`src/rtl/wavelet_pkg.sv`:
```
// Shared types and constants for the wavelet obuff egress path.
package wavelet_pkg;

  typedef enum logic [1:0] {
    IDLE  = 2'd0,
    READ  = 2'd1,
    DRAIN = 2'd2,
    DONE  = 2'd3
  } obuff_rd_state_t;

  // obuff read data returns this many cycles after the read enable.
  localparam int unsigned OBUFF_RD_LATENCY = 1;

  // Skid buffer depth; also the read credit limit (outstanding + buffered).
  localparam int unsigned SKID_DEPTH = 2;

endpackage

```
`src/rtl/obuff_reader_if.sv`:
```
// obuff read port plus the valid/ready egress stream, seen from the reader.
interface obuff_reader_if #(
  parameter int unsigned INPUT_WIDTH      = 32,
  parameter int unsigned OBUFF_ADDR_WIDTH = 12
);

  logic                        obuff_r_en;
  logic [OBUFF_ADDR_WIDTH-1:0] obuff_r_addr;
  logic [INPUT_WIDTH-1:0]      obuff_r_data;
  logic                        out_valid;
  logic                        out_ready;
  logic [INPUT_WIDTH-1:0]      out_data;
  logic                        out_last;

  modport master (
    output obuff_r_en, obuff_r_addr, out_valid, out_data, out_last,
    input  obuff_r_data, out_ready
  );

  modport slave (
    input  obuff_r_en, obuff_r_addr, out_valid, out_data, out_last,
    output obuff_r_data, out_ready
  );

endinterface

```
`src/rtl/obuff_skid_fifo.sv`:
```
// Two-entry synchronous FIFO holding returned obuff words until accepted downstream.
module obuff_skid_fifo #(
  parameter int unsigned INPUT_WIDTH = 32
) (
  input  logic                   clk,
  input  logic                   rst,
  input  logic                   push,
  input  logic [INPUT_WIDTH-1:0] din,
  input  logic                   pop,
  output logic [INPUT_WIDTH-1:0] dout,
  output logic                   full,
  output logic                   empty,
  output logic [1:0]             count
);

  logic [INPUT_WIDTH-1:0] mem_q [2];
  logic                   wr_ptr_q;
  logic                   rd_ptr_q;
  logic [1:0]             count_q;
  logic                   push_c;
  logic                   pop_c;

  // A pop frees a slot in the same cycle, so push into a full FIFO is fine if it also pops.
  assign pop_c  = pop & (count_q != 2'd0);
  assign push_c = push & ((count_q != 2'd2) | pop_c);

  // Storage, pointers and occupancy.
  always_ff @(posedge clk or negedge rst) begin
    if (!rst) begin
      mem_q[0] <= '0;
      mem_q[1] <= '0;
      wr_ptr_q <= 1'b0;
      rd_ptr_q <= 1'b0;
      count_q  <= 2'd0;
    end else begin
      if (push_c) begin
        mem_q[wr_ptr_q] <= din;
        wr_ptr_q        <= ~wr_ptr_q;
      end
      if (pop_c) begin
        rd_ptr_q <= ~rd_ptr_q;
      end
      count_q <= count_q + 2'(push_c) - 2'(pop_c);
    end
  end

  assign dout  = mem_q[rd_ptr_q];
  assign full  = (count_q == 2'd2);
  assign empty = (count_q == 2'd0);
  assign count = count_q;

endmodule

```
`src/rtl/obuff_reader.sv`:
```
// Drains a contiguous (wrapping) obuff region onto a valid/ready stream with a last marker.
module obuff_reader
  import wavelet_pkg::*;
#(
  parameter int unsigned INPUT_WIDTH      = 32,
  parameter int unsigned OBUFF_CELL_COUNT = 4096,
  parameter int unsigned OBUFF_ADDR_WIDTH = $clog2(OBUFF_CELL_COUNT),
  parameter int unsigned LEN_WIDTH        = OBUFF_ADDR_WIDTH + 1
) (
  input  logic                        clk,
  input  logic                        rst,
  input  logic                        start,
  input  logic [OBUFF_ADDR_WIDTH-1:0] base_addr,
  input  logic [LEN_WIDTH-1:0]        length,
  output logic                        busy,
  output logic                        done,
  obuff_reader_if.master              bus
);

  obuff_rd_state_t             state_q;
  obuff_rd_state_t             state_d;
  logic                        busy_d;
  logic                        done_d;
  logic [OBUFF_ADDR_WIDTH-1:0] rd_addr_q;
  logic [LEN_WIDTH-1:0]        rd_left_q;
  logic [LEN_WIDTH-1:0]        out_left_q;
  logic                        inflight_q;
  logic                        accept_c;
  logic                        issue_c;
  logic                        pop_c;
  logic [2:0]                  credit_use_c;
  logic [INPUT_WIDTH-1:0]      fifo_dout;
  logic                        fifo_full;
  logic                        fifo_empty;
  logic [1:0]                  fifo_count;

  // A non-empty transfer is accepted only from IDLE; zero length goes straight to DONE.
  assign accept_c = (state_q == IDLE) & start & (length != '0);
  assign pop_c    = bus.out_valid & bus.out_ready;

  // Slots committed after this cycle: buffered words minus the one leaving, plus the one in flight.
  assign credit_use_c = 3'(fifo_count) + 3'(inflight_q) - 3'(pop_c);
  assign issue_c      = (state_q == READ) & (rd_left_q != '0) & (credit_use_c < 3'(SKID_DEPTH));

  // State register with registered status outputs.
  always_ff @(posedge clk or negedge rst) begin
    if (!rst) begin
      state_q <= IDLE;
      busy    <= 1'b0;
      done    <= 1'b0;
    end else begin
      state_q <= state_d;
      busy    <= busy_d;
      done    <= done_d;
    end
  end

  // Next-state logic.
  always_comb begin
    state_d = state_q;
    unique case (state_q)
      IDLE:    if (start) state_d = (length != '0) ? READ : DONE;
      READ:    if (rd_left_q == '0) state_d = DRAIN;
      DRAIN:   if (out_left_q == '0) state_d = DONE;
      DONE:    state_d = IDLE;
      default: state_d = IDLE;
    endcase
  end

  // Status outputs decoded from the upcoming state so they line up with it.
  always_comb begin
    busy_d = 1'b0;
    done_d = 1'b0;
    if ((state_d == READ) || (state_d == DRAIN)) busy_d = 1'b1;
    if (state_d == DONE) done_d = 1'b1;
  end

  // Read address / remaining-count bookkeeping and the one-cycle read-return flag.
  always_ff @(posedge clk or negedge rst) begin
    if (!rst) begin
      rd_addr_q  <= '0;
      rd_left_q  <= '0;
      out_left_q <= '0;
      inflight_q <= 1'b0;
    end else begin
      inflight_q <= issue_c;
      if (accept_c) begin
        rd_addr_q  <= base_addr;
        rd_left_q  <= length;
        out_left_q <= length;
      end else begin
        if (issue_c) begin
          rd_addr_q <= rd_addr_q + OBUFF_ADDR_WIDTH'(1);
          rd_left_q <= rd_left_q - LEN_WIDTH'(1);
        end
        if (pop_c) begin
          out_left_q <= out_left_q - LEN_WIDTH'(1);
        end
      end
    end
  end

  obuff_skid_fifo #(
    .INPUT_WIDTH (INPUT_WIDTH)
  ) u_skid (
    .clk   (clk),
    .rst   (rst),
    .push  (inflight_q),
    .din   (bus.obuff_r_data),
    .pop   (pop_c),
    .dout  (fifo_dout),
    .full  (fifo_full),
    .empty (fifo_empty),
    .count (fifo_count)
  );

  assign bus.obuff_r_en   = issue_c;
  assign bus.obuff_r_addr = rd_addr_q;
  assign bus.out_valid    = ~fifo_empty;
  assign bus.out_data     = fifo_dout;
  assign bus.out_last     = ~fifo_empty & (out_left_q == LEN_WIDTH'(1));

  // The read credit must never let a returning word arrive at a full skid buffer.
  skid_no_overflow: assert property (@(posedge clk) disable iff (!rst)
    !(fifo_full && inflight_q && !pop_c));

endmodule

```
`src/flat_wrapper.sv`:
```
// flat-port wrapper written by rule: the top's interface ports become plain ports
module obuff_reader_flat import wavelet_pkg::*;
#(
  parameter int unsigned INPUT_WIDTH      = 32,
  parameter int unsigned OBUFF_CELL_COUNT = 4096,
  parameter int unsigned OBUFF_ADDR_WIDTH = $clog2(OBUFF_CELL_COUNT),
  parameter int unsigned LEN_WIDTH        = OBUFF_ADDR_WIDTH + 1
)
  (clk, rst, start, base_addr, length, busy, done, bus_obuff_r_en, bus_obuff_r_addr, bus_out_valid, bus_out_data, bus_out_last, bus_obuff_r_data, bus_out_ready);
  obuff_reader_if #(.INPUT_WIDTH(INPUT_WIDTH), .OBUFF_ADDR_WIDTH(OBUFF_ADDR_WIDTH)) bus_i ();
  input  logic clk;
  input  logic rst;
  input  logic start;
  input  logic [OBUFF_ADDR_WIDTH-1:0] base_addr;
  input  logic [LEN_WIDTH-1:0] length;
  output logic busy;
  output logic done;
  output wire logic [$bits(bus_i.obuff_r_en)-1:0] bus_obuff_r_en;
  output wire logic [$bits(bus_i.obuff_r_addr)-1:0] bus_obuff_r_addr;
  output wire logic [$bits(bus_i.out_valid)-1:0] bus_out_valid;
  output wire logic [$bits(bus_i.out_data)-1:0] bus_out_data;
  output wire logic [$bits(bus_i.out_last)-1:0] bus_out_last;
  input wire logic [$bits(bus_i.obuff_r_data)-1:0] bus_obuff_r_data;
  input wire logic [$bits(bus_i.out_ready)-1:0] bus_out_ready;
  assign bus_obuff_r_en = bus_i.obuff_r_en;
  assign bus_obuff_r_addr = bus_i.obuff_r_addr;
  assign bus_out_valid = bus_i.out_valid;
  assign bus_out_data = bus_i.out_data;
  assign bus_out_last = bus_i.out_last;
  assign bus_i.obuff_r_data = bus_obuff_r_data;
  assign bus_i.out_ready = bus_out_ready;
  obuff_reader #(.INPUT_WIDTH(INPUT_WIDTH), .OBUFF_CELL_COUNT(OBUFF_CELL_COUNT), .OBUFF_ADDR_WIDTH(OBUFF_ADDR_WIDTH), .LEN_WIDTH(LEN_WIDTH)) u_core (.clk(clk), .rst(rst), .start(start), .base_addr(base_addr), .length(length), .busy(busy), .done(done), .bus(bus_i));
endmodule
```
`config.mk`:
```
export PLATFORM = sky130hd
export DESIGN_NAME = obuff_reader_flat
export DESIGN_NICKNAME = d
export VERILOG_FILES = /design/src/rtl/wavelet_pkg.sv /design/src/rtl/obuff_reader_if.sv /design/src/rtl/obuff_skid_fifo.sv /design/src/rtl/obuff_reader.sv /design/src/flat_wrapper.sv
export SDC_FILE = /design/constraint.sdc
export NUM_CORES = 1
export LEC_CHECK = 0
export ABC_AREA = 1
export CORE_MARGIN = 2
export CORE_UTILIZATION = 58
export CTS_CLUSTER_DIAMETER = 100
export DETAILED_ROUTE_END_ITERATION = 10
export PLACE_DENSITY = 0.91
export SLEW_MARGIN = 20
export SYNTH_ARGS = -nofsm -noshare
export SYNTH_HDL_FRONTEND = slang
export SYNTH_HIERARCHICAL = 1
export SYNTH_SLANG_ARGS = --single-unit
```
`constraint.sdc`:
```
create_clock -name clk -period 7.1 [get_ports clk]
set_clock_uncertainty 0.2 [all_clocks]
set_input_delay 1.42 -clock clk [delete_from_list [all_inputs] [get_ports clk]]
set_output_delay 1.42 -clock clk [all_outputs]
set_load 0.005 [all_outputs]
```
==> reports/results.tsv <==
stage	metric	value	unit
synthesis	warnings from Yosys	6	
placement	placed cell area	0.00732	mm^2
synthesis	cell count after synthesis	860	
job	max-cap violations	0	
clock_tree	clk buf depth	2	
critical_path	startpoint types	primary input	
placement	# port buffers	109	
grt	largest net degree at the start of global routing	73	
die	Core Box Area	0.0107	mm^2
clock_tree	CTS tree	built	
critical_path	WP data arrival	4.32	ns
critical_path	endpoint class of the critical path	output port	
clock_tree	Max H-tree Level	3	
die	row count	38	
detailed_routing	vias	5940	
placement	post-DP HPWL	10.2	mm
sta	endpoints failing setup	0	
sta	Worst Tran Pin Value	0.902	ns
grt	GRT Resource Usage Total	27.2	%
clock_tree	Resize count post-CTS	0	
clock_tree	worst skew pair latency	0.39	ns
final_layout	ANT cells	0	
clock_tree	CTS Sinks	111	
sta	minimum clock period	5.94	ns
outcome	status	completed	
die	initial core utilization	58.9	%
detailed_routing	initial DRC count	482	
sta	Slew Viols, Final	0	
sta	unrepaired setup endpoints after global routing	no	
critical_path	crit-path max FO	17	
hold_path	HP Class	reg -> reg	
sta	Fin. Hold Viols	0	
clock_tree	root buf cell	clkbuf_8	
final_layout	design area	0.00753	mm^2
sta	Slew headroom	39.9	%
sta	f_max	168	MHz
detailed_routing	Via-to-Cell Ratio	5.47	
die	die area	0.0117	mm^2
detailed_routing	drt pass-1 iters	5	
final_layout	Nets	1010	
grt	initial antenna violation count	0	
detailed_routing	final WL	15.6	mm
detailed_routing	Post-route DRC	0	
die	die width	108	um
sta	Tcrit/Tclk final	83.7	%
die	I/O pin count	110	
critical_path	CP required	5.48	ns
sta	hold slack	0.283	ns
placement	RePlAce Congestion	0.881	
detailed_routing	Wirelength per Cell	14.3	um
clock_tree	CTS buffer count	9	
pwr	final total power	3310	uW
pwr	maximum vdd drop	0.000244	V
grt	GRT overflow	0	
die	Die Ht	108	um
detailed_routing	ANT nets after route	0	
synthesis	Synth Cell Area	0.00630	mm^2
grt	vias in the first global route	5464	
critical_path	critical path type	in -> out	
final_layout	layout cell share with drive strength beyond 1	4.76	%
clock_tree	Hold Buf Count CTS	0	
grt	first-pass GRT wire length	25.4	mm
pwr	P per Cell Area	440	mW/mm^2
clock_tree	Post-CTS Setup Bufs	0	
placement	DP Cell Count	1069	
final_layout	Cell Count, Final, Fillers Out	1085	
sta	setup TNS	0	ns
clock_tree	Worst-path clk slew	0.11	ns
synthesis	syn_nets	930	
pwr	Leakage	0.00391	uW
final_layout	Area growth, synth to finish	19.6	%
synthesis	syn_area_per_cell	7.32	um^2
## worst max-delay path, stage by stage
cell	delay, ns
clkdlybuf4s50_1	0.46
inv_1	0.04
nor2_1	0.07
buf_4	0.22
ha_1	0.25
inv_1	0.05
nand2_1	0.05
fa_1	0.50
o21ai_0	0.07
nor2_1	0.20
inv_1	0.06
nor2_1	0.34
clkdlybuf4s50_1	0.58
## cells in the final DEF, fill, tap and decap left out, types with 7 or more instances in the layout
cell type	count
buf_4	8
clkbuf_8	9
clkdlybuf4s50_1	108
dfrtp_1	110
ha_1	8
inv_1	45
nand2_1	405
nand3_1	61
nand4_1	71
nor2_1	54
o21ai_0	7
xor2_1	14
## per-layer routing
metal	share of wire (%)	GRT usage, %
met2	49	44.0
met1	42	38.0
met4	1.8	8.33
met3	7.1	4.40
met5	0	0
## area by class of cell
class | count | area (um^2)
clock buffers | 9 | 124
clock inverters | 7 | 92.6
fillers | 893 | 3170
inverters | 50 | 193
multi-input cells | 652 | 3030
flip-flops and latches | 111 | 2780
well taps | 140 | 175
repair buffers | 116 | 1140
## stage by stage
stage,setup WS (ns),utilization [%]
after floorplan,2.07,-
after global routing,0.911,70.4
final,1.16,70.4
after global placement,1.17,68.4
after detailed placement,1.16,68.4
after CTS,1.15,70.4
## power by group
group | total [uW] | switching (uW) | internal, uW
combinational | 1770 | 1050 | 719
sequential | 1120 | 205 | 920
clock | 414 | 241 | 174
total | 3310 | 1500 | 1810
## final timing paths
path / startpoint / endpoint / slack, ns / cells past startpoint
max in group asynchronous: rst / u_core/inflight_q$_DFF_PN0_ / 4.61 / 2
hold reg to reg: u_core/u_skid/mem_q[54]$_DFFE_PN0P_ / u_core/u_skid/mem_q[54]$_DFFE_PN0P_ / 0.28 / 2
setup / recovery: bus_out_ready / bus_obuff_r_en / 1.16 / 13
setup reg to reg: u_core/u_skid/count[1]$_DFF_PN0_ / u_core/bus.obuff_r_addr[7]$_DFFE_PN0P_ / 3.97 / 14
hold / removal: u_core/u_skid/mem_q[54]$_DFFE_PN0P_ / u_core/u_skid/mem_q[54]$_DFFE_PN0P_ / 0.28 / 2
min in group asynchronous: rst / u_core/u_skid/mem_q[24]$_DFFE_PN0P_ / 0.78 / 1
## sequential cells by signal (all words and copies together), names as in the netlist
register and flops:
u_core/inflight_q 1, u_core/out_left_q 13, u_core/u_skid/count 2, u_core/u_skid/mem_q 64, u_core/bus.obuff_r_addr 12, u_core/busy 1
u_core/done 1, u_core/state_q 2, u_core/u_skid/wr_ptr_q 1, u_core/rd_left_q 13, u_core/u_skid/rd_ptr_q 1
(Power assumes the default switching activity.)
